===== src/rtl/r4_otfc.sv =====
// r4_otfc: radix-4 on-the-fly conversion unit for the fractional divider.
//
// Builds the binary quotient one signed radix-4 digit per iteration. It keeps two
// registers, Q and QM = Q - ulp, so no carry-propagate addition is needed. After the
// last digit, the final remainder sign selects Q or QM. The result is then offered on
// a valid/ready handshake.
//
// Parameters:
//   QUO_W          quotient width in bits; must be even and >= 4. Iterations = QUO_W/2.
//
// Ports:
//   clk            clock
//   rst            synchronous active-high reset
//   start_i        begin a new conversion (accepted only in IDLE)
//   quo_dig_vld_i  quo_dig_i valid this cycle
//   quo_dig_i      one-hot digit: [4]=-2, [3]=-1, [2]=0, [1]=+1, [0]=+2
//   rem_vld_i      final remainder sign valid (sampled only while waiting for it)
//   rem_neg_i      final remainder is negative, so select QM
//   quo_rdy_i      downstream accepts quo_o
//   quo_o          corrected quotient (registered)
//   quo_vld_o      quo_o valid (registered)
//   busy_o         high in every state except IDLE
//   err_o          sticky illegal-digit flag
//
// Optional feature:
//   R4_OTFC_ONEHOT_CHECK_EN  when defined, a digit that is not exactly one-hot sets err_o
//                            and leaves Q/QM unchanged, but still counts as an iteration.
//                            When undefined, err_o is 0 and the digit decodes by priority
//                            (bit [4] highest; all-zero means 0).

module r4_otfc #(
    parameter int unsigned QUO_W = 26
) (
    input  logic             clk,
    input  logic             rst,
    input  logic             start_i,
    input  logic             quo_dig_vld_i,
    input  logic [4:0]       quo_dig_i,
    input  logic             rem_vld_i,
    input  logic             rem_neg_i,
    input  logic             quo_rdy_i,
    output logic [QUO_W-1:0] quo_o,
    output logic             quo_vld_o,
    output logic             busy_o,
    output logic             err_o
);

    localparam int unsigned ITER_NUM = QUO_W / 2;
    localparam int unsigned CNT_W    = $clog2(ITER_NUM + 1);
    localparam logic [CNT_W-1:0] LAST_CNT = CNT_W'(ITER_NUM - 1);

    typedef enum logic [1:0] {
        StIdle,
        StIter,
        StWaitRem,
        StDone
    } state_e;

    typedef enum logic [2:0] {
        DigPos2,
        DigPos1,
        DigZero,
        DigNeg1,
        DigNeg2
    } dig_e;

    state_e           state_q;
    logic [QUO_W-1:0] q_q;
    logic [QUO_W-1:0] qm_q;
    logic [QUO_W-1:0] q_nxt;
    logic [QUO_W-1:0] qm_nxt;
    logic [CNT_W-1:0] cnt_q;
    logic [QUO_W-1:0] quo_q;
    logic             quo_vld_q;
    dig_e             dig_val;

`ifdef R4_OTFC_ONEHOT_CHECK_EN
    logic             dig_bad;
    logic             err_q;
`endif

    // Digit decode.
    always_comb begin
        dig_val = DigZero;
`ifdef R4_OTFC_ONEHOT_CHECK_EN
        dig_bad = 1'b0;
        case (quo_dig_i)
            5'b00001: dig_val = DigPos2;
            5'b00010: dig_val = DigPos1;
            5'b00100: dig_val = DigZero;
            5'b01000: dig_val = DigNeg1;
            5'b10000: dig_val = DigNeg2;
            default:  dig_bad = 1'b1;
        endcase
`else
        // Priority decode; bit [4] wins and an all-zero digit falls through to 0.
        if (quo_dig_i[4]) begin
            dig_val = DigNeg2;
        end else if (quo_dig_i[3]) begin
            dig_val = DigNeg1;
        end else if (quo_dig_i[2]) begin
            dig_val = DigZero;
        end else if (quo_dig_i[1]) begin
            dig_val = DigPos1;
        end else if (quo_dig_i[0]) begin
            dig_val = DigPos2;
        end else begin
            dig_val = DigZero;
        end
`endif
    end

    // On-the-fly update. Both results come from the pre-update Q/QM. The shift drops
    // the top two bits, so only the low QUO_W bits are kept.
    always_comb begin
        q_nxt  = q_q;
        qm_nxt = qm_q;
        case (dig_val)
            DigPos2: begin
                q_nxt  = {q_q[QUO_W-3:0], 2'b10};
                qm_nxt = {q_q[QUO_W-3:0], 2'b01};
            end
            DigPos1: begin
                q_nxt  = {q_q[QUO_W-3:0], 2'b01};
                qm_nxt = {q_q[QUO_W-3:0], 2'b00};
            end
            DigZero: begin
                q_nxt  = {q_q[QUO_W-3:0], 2'b00};
                qm_nxt = {qm_q[QUO_W-3:0], 2'b11};
            end
            DigNeg1: begin
                q_nxt  = {qm_q[QUO_W-3:0], 2'b11};
                qm_nxt = {qm_q[QUO_W-3:0], 2'b10};
            end
            DigNeg2: begin
                q_nxt  = {qm_q[QUO_W-3:0], 2'b10};
                qm_nxt = {qm_q[QUO_W-3:0], 2'b01};
            end
            default: begin
                q_nxt  = q_q;
                qm_nxt = qm_q;
            end
        endcase
    end

    always_ff @(posedge clk) begin
        if (rst) begin
            state_q   <= StIdle;
            q_q       <= '0;
            qm_q      <= '1;
            cnt_q     <= '0;
            quo_q     <= '0;
            quo_vld_q <= 1'b0;
`ifdef R4_OTFC_ONEHOT_CHECK_EN
            err_q     <= 1'b0;
`endif
        end else begin
            case (state_q)
                StIdle: begin
                    if (start_i) begin
                        q_q     <= '0;
                        qm_q    <= '1;
                        cnt_q   <= '0;
`ifdef R4_OTFC_ONEHOT_CHECK_EN
                        err_q   <= 1'b0;
`endif
                        state_q <= StIter;
                    end
                end
                StIter: begin
                    if (quo_dig_vld_i) begin
`ifdef R4_OTFC_ONEHOT_CHECK_EN
                        // A bad digit still consumes an iteration so the loop stays aligned
                        // with the remainder datapath.
                        if (dig_bad) begin
                            err_q <= 1'b1;
                        end else begin
                            q_q  <= q_nxt;
                            qm_q <= qm_nxt;
                        end
`else
                        q_q  <= q_nxt;
                        qm_q <= qm_nxt;
`endif
                        cnt_q <= cnt_q + 1'b1;
                        if (cnt_q == LAST_CNT) begin
                            state_q <= StWaitRem;
                        end
                    end
                end
                StWaitRem: begin
                    if (rem_vld_i) begin
                        // A negative final remainder means the quotient overshot by one ulp.
                        quo_q     <= rem_neg_i ? qm_q : q_q;
                        quo_vld_q <= 1'b1;
                        state_q   <= StDone;
                    end
                end
                StDone: begin
                    if (quo_rdy_i) begin
                        quo_vld_q <= 1'b0;
                        state_q   <= StIdle;
                    end
                end
                default: begin
                    state_q <= StIdle;
                end
            endcase
        end
    end

    assign quo_o     = quo_q;
    assign quo_vld_o = quo_vld_q;
    assign busy_o    = (state_q != StIdle);

`ifdef R4_OTFC_ONEHOT_CHECK_EN
    assign err_o = err_q;
`else
    assign err_o = 1'b0;
`endif

endmodule


===== config.mk =====
export PLATFORM = sky130hd
export DESIGN_NAME = r4_otfc
export DESIGN_NICKNAME = d
export VERILOG_FILES = /design/src/rtl/r4_otfc.sv
export SDC_FILE = /design/constraint.sdc
export NUM_CORES = 1
export LEC_CHECK = 0
export CORE_UTILIZATION = 30
export CTS_BUF_LIST = sky130_fd_sc_hd__clkbuf_4
export CTS_CLUSTER_DIAMETER = 120
export DETAILED_ROUTE_END_ITERATION = 7
export HOLD_SLACK_MARGIN = 0.15
export PLACE_DENSITY = 0.56
export SYNTH_ARGS = -nofsm -noshare
export SYNTH_HDL_FRONTEND = slang
export SYNTH_SLANG_ARGS = --single-unit

===== constraint.sdc =====
create_clock -name clk -period 5.63 [get_ports clk]
set_input_delay 0.563 -clock clk [delete_from_list [all_inputs] [get_ports clk]]
set_output_delay 0.563 -clock clk [all_outputs]
set_load 0.03 [all_outputs]

; Yosys cells after proc, flatten, opt, wreduce, memory -nomap -nowiden
; Index checks and enable logic that the tools add are counted.
; W data, S select, Z words.
[totals]
out_inout_bits = 29
latchBits = 0
ff_bits = 85
rom_bits = 0
memories = 0
input_bits = 12
word_cells = 57
ram_bits = 0
[classes]
add_sub_neg = 1
magnitude_cmp = 0
eq_ne = 14
bitwise = 0
shifts = 0
reduce_logical = 10
n_mux = 26
n_div = 0
multipliers = 0
[op_table]
columns = op, n
row1 = $pmux W26 S5, 2
row2 = $mux W26, 5
row3 = $pmux W26 S2, 2
row4 = $mux W2, 9
row5 = $ne A2 B2 Y1 const B, 5
row6 = $mux W4, 2
row7 = $pmux W2 S4, 1
row8 = $pmux W4 S2, 1
row9 = $eq A3 B2 Y1 const B, 2
row10 = $ne A6 B1 Y1 const B, 1
row11 = $reduce_and A3 Y1, 2
row12 = $reduce_bool A2 Y1, 3
row13 = $reduce_and A5 Y1, 1
row14 = $add A4 B1 Y4 const B, 1
row15 = $eq A2 B2 Y1 const B, 2
row16 = $eq A4 B4 Y1 const B, 1
row17 = $reduce_and A4 Y1, 1
row18 = $eq A3 B1 Y1 const B, 1
row19 = $eq A3 B3 Y1 const B, 1
row20 = $logic_not A3 Y1, 1
row21 = $mux W3, 1
row22 = $eq A2 B1 Y1 const B, 1
row23 = $logic_not A2 Y1, 1
row24 = $mux W1, 2
row25 = other kinds (2), 2

; Longest topological paths before layout
[depth]
depth_word = 9
ltp_mapped = 9
ltp_nobuf = 6

; Worst setup path before layout
; Ideal clock, no wire load.
[synth_timing]
path_kind = register to register
from = reg state_q[1]
to = reg qm_q[10]
path_stages_with_launch = 10
setup_slack_ns = 3.827
arrival_ns = 1.684
setup_ns = 0.119
path_buffers = 3
required_ns = 5.511
synth_period_minus_slack_ns = 1.803
path_cell_list = dfxtp_1 > inv_1 > ha_1 > buf_6 > nand2b_4 > or4_4 > buf_6 > buf_6 > o221ai_2 > nand2_1
[synth_between]
elab_chain_len = 3
elab_cells_between_ends = 8
cone_classes = 4 x eq/ne / 1 x mux / 3 x reduce/logical
[synth_lines]
columns = item, line
row1 = from (decl), 67  ; state_e state_q;
row2 = from (signal assigned), 148  ; state_q <= StIdle;
row3 = from (signal assigned), 167  ; state_q <= StIter;
row4 = from (signal assigned), 187  ; state_q <= StWaitRem;
row5 = $eq A2 B1 Y1 / $logic_not A2 Y1 (equally long branches), 158  ; case (state_q)
row6 = $ne A6 B1 Y1 (no source line) (tied with other cells), n/a
row7 = $reduce_and A4 Y1 (no source line), n/a
row8 = to (signal assigned), 183  ; qm_q <= qm_nxt;
row9 = to (decl), 69  ; logic [QUO_W-1:0] qm_q;
; Parallel ways exist; a longest one is shown, timed or not.
; A chain may end at the register's enable or synchronous reset.

; Final worst setup path
[layout_timing]
from = reg state_q[0]
to = out busy_o
[layout_between]
elab_chain_len = 1
[layout_lines]
columns = item, line
row1 = $reduce_bool A2 Y1, 214  ; assign busy_o = (state_q != StIdle);
row2 = to (decl), 44  ; output logic busy_o,
; No other way between the ends.

==> reports/results.ini <==
[status]
status=completed

[cts]
clk_path_buf_depth=2
path_clk_slew_ps=140
h-tree-depth=3
cts_made_buffers=9
cts_tree=built
ctsHoldBuffers=0
clk_latency_ps=420
clock-sinks=85
cts_resized=0
cts_root_buffer=clkbuf_4
postCtsSetupBuffers=0

[power_and_ir_drop]
power_mw=2.307
p_per_area_nw_per_um2=496.9
ir_worst_vdd_uv=203.5
leakagePower_nw=1.587

[global_route]
grt_start_max_net_pins=60
grt_pass1_vias=3015
antenna_found_initial=1
track_usage_pct=13.24
grt_pass1_wl_mm=15.15
overflow=0

[logic_synthesis]
ys_ff_latch=85
synth_cells=414
async_reset_ff_share_pct=0
synth-main-ff-cell=dfxtp_1
ys_top_cells_by_area=dfxtp_1, o221ai_2, mux2_2, mux2i_1, a211oi_1
yosysUniqueCellTypes=41
synth_warnings=0
synth.avg_cell_area_um2=9.738
synth_edf_count=0
netlist_area_um2=4031
syn_nets=433
synth_top_area_share_pct=42.21
synth-seq-area-share_pct=42.21
yosys.area.top_type=dfxtp_1

[detailed_routing]
vias=3140
antenna_left=0
wirelength_mm=9.156
wire_per_inst_um=14.99
drt-initial-drc-count=215
viasPerCell=5.139
drtPass1Iterations=4
drc_errors=0

[place]
routabilityCongestion=0.7280
hpwl_mm=5.412
place.port_buffers=39

[finish]
drive_gt1_share_pct=17.81
finalNetCount=452
areaGrowthSynthToFinish_pct=15.18
utilization_pct=36.06

[critical_path]
end_kind=primary output
r2r_slack_ps=3200
worstReg2RegStart=state_q[1]
start_kind=register
arrival_ps=2020
critPathKind=reg -> out
path_max_fanout=4
r2r_end=qm_q[1]
worstPathRequired_ps=5070
reg2regPathDepth=5

[worst_hold_path]
hold_class=reg -> reg
hp-start=qm_q[24]
min_path_cells=2
hold_path_end=qm_q[24]

[floorplanning]
start_util_pct=31.31
die_h_um=117.9
row_count=41
die-area_um2=13910
core_um2=12880
die-width_um=117.9
io_pins=41

[timing]
period_share_pct=45.93
worst_pin_slew_ps=1194
fin_crit_ps=2586
rsz0062_at_grt=no
whs_ps=487.3
skew_ps=20.45
setup_viol=0
tns_ps=0
finalHoldViolCount=0
fmax_mhz=386.7
slew_headroom_pct=20.41
drv_slew=0

[run]
cap_violations=0

synth_stat cells, drive strengths merged, types with 2 or more instances:
| cell type | count |
|---|---|
| ha | 7 |
| a211oi | 29 |
| inv | 9 |
| mux2i | 26 |
| or2b | 2 |
| a21oi | 28 |
| nand2b | 2 |
| o221ai | 24 |
| or4 | 2 |
| nor2b | 3 |
| mux2 | 25 |
| a22oi | 26 |
| nand2 | 29 |
| nor2 | 57 |
| buf | 21 |
| nand3 | 5 |
| o21ai | 3 |
| clkbuf | 16 |
| dfxtp | 85 |
placed cells by master (no fill, tap or decap), types with 2 or more instances in the layout:
| cell type | n |
|---|---|
| a211oi_1 | 28 |
| a21oi_1 | 28 |
| a22oi_1 | 26 |
| buf_4 | 6 |
| clkbuf_4 | 10 |
| clkdlybuf4s50_1 | 38 |
| clkinv_1 | 2 |
| dfxtp_1 | 85 |
| ha_1 | 7 |
| inv_1 | 9 |
| mux2_2 | 25 |
| mux2i_1 | 26 |
| nand2_1 | 29 |
| nand3_1 | 5 |
| nor2_1 | 56 |
| nor2b_1 | 3 |
| o21ai_0 | 3 |
| o221ai_1 | 4 |
| o221ai_2 | 20 |
| or2b_2 | 2 |
where the power goes:
group | switching (mW) | internal [mW] | leakage, nW | total (mW)
clock network | 0.212 | 0.140 | 0.0721 | 0.352
registers | 0.154 | 0.764 | 0.693 | 0.918
logic | 0.602 | 0.435 | 0.822 | 1.04
total | 0.968 | 1.34 | 1.59 | 2.31
logic make-up after synthesis:
logic type | after synthesis | share of synthesized area [%]
buffers and inverters | 46 | 5.866
other | 1 | 0.09302
multiplexers | 51 | 13.44
adder cells (fa/ha/maj) | 7 | 2.172
AO/OA/AOI/OAI | 120 | 25.02
flip-flops | 85 | 42.21
AND/OR/NAND/NOR | 104 | 11.20
worst max-delay path: stages, from the launching register on:
cell and delay, ps:
dfxtp_1 400, inv_1 100, ha_1 270, inv_1 140, clkdlybuf4s50_1 690
routing by layer:
| layer | global-route usage, % | share of wire (%) | vias up |
|---|---|---|---|
| met2 | 21.51 | 46 | 50 |
| met1 | 17.65 | 51 | 1519 |
| met4 | 5.288 | 1.4 | 0 |
| met3 | 1.744 | 2.3 | 8 |
| li1 | - | - | 1563 |
| met5 | 0 | 0 | - |
worst max path at each step:
stage / endpoint / start / slack, ps / cells past startpoint
global placement: qm_q[1] / start_i / 3020 / 5
finish: busy_o / state_q[0] / 3040 / 4
detailed placement: qm_q[1] / start_i / 3010 / 5
CTS: busy_o / state_q[0] / 3030 / 4
floorplan: qm_q[10] / state_q[1] / 3830 / 9
global route: busy_o / state_q[0] / 2950 / 4
sequential cells by signal (all words and copies together) (netlist names):
name	cells
quo_o	26
quo_vld_o	1
qm_q	26
q_q	26
state_q	2
cnt_q	4
final cells by class:
cell class	count	area [µm²]
antenna	1	2.502
tap	172	215.2
clock buffer	10	75.07
timing repair buffer	45	430.4
inverter	9	33.78
multi-input combinational	283	2122
clock inverter	6	62.56
sequential	85	1702
fill	1274	8233
per-stage QoR:
stage          worst slack, ps  cells  area, µm²
5_1_grt                   2953    611       4643
4_1_cts                   3025    610       4641
3_3_place_gp              3020    594       4503
6_report                  3044    611       4643
3_5_place_dp              3011    594       4503
2_1_floorplan             3827    414       4031
No activity file was read; power rests on OpenSTA's default activity.
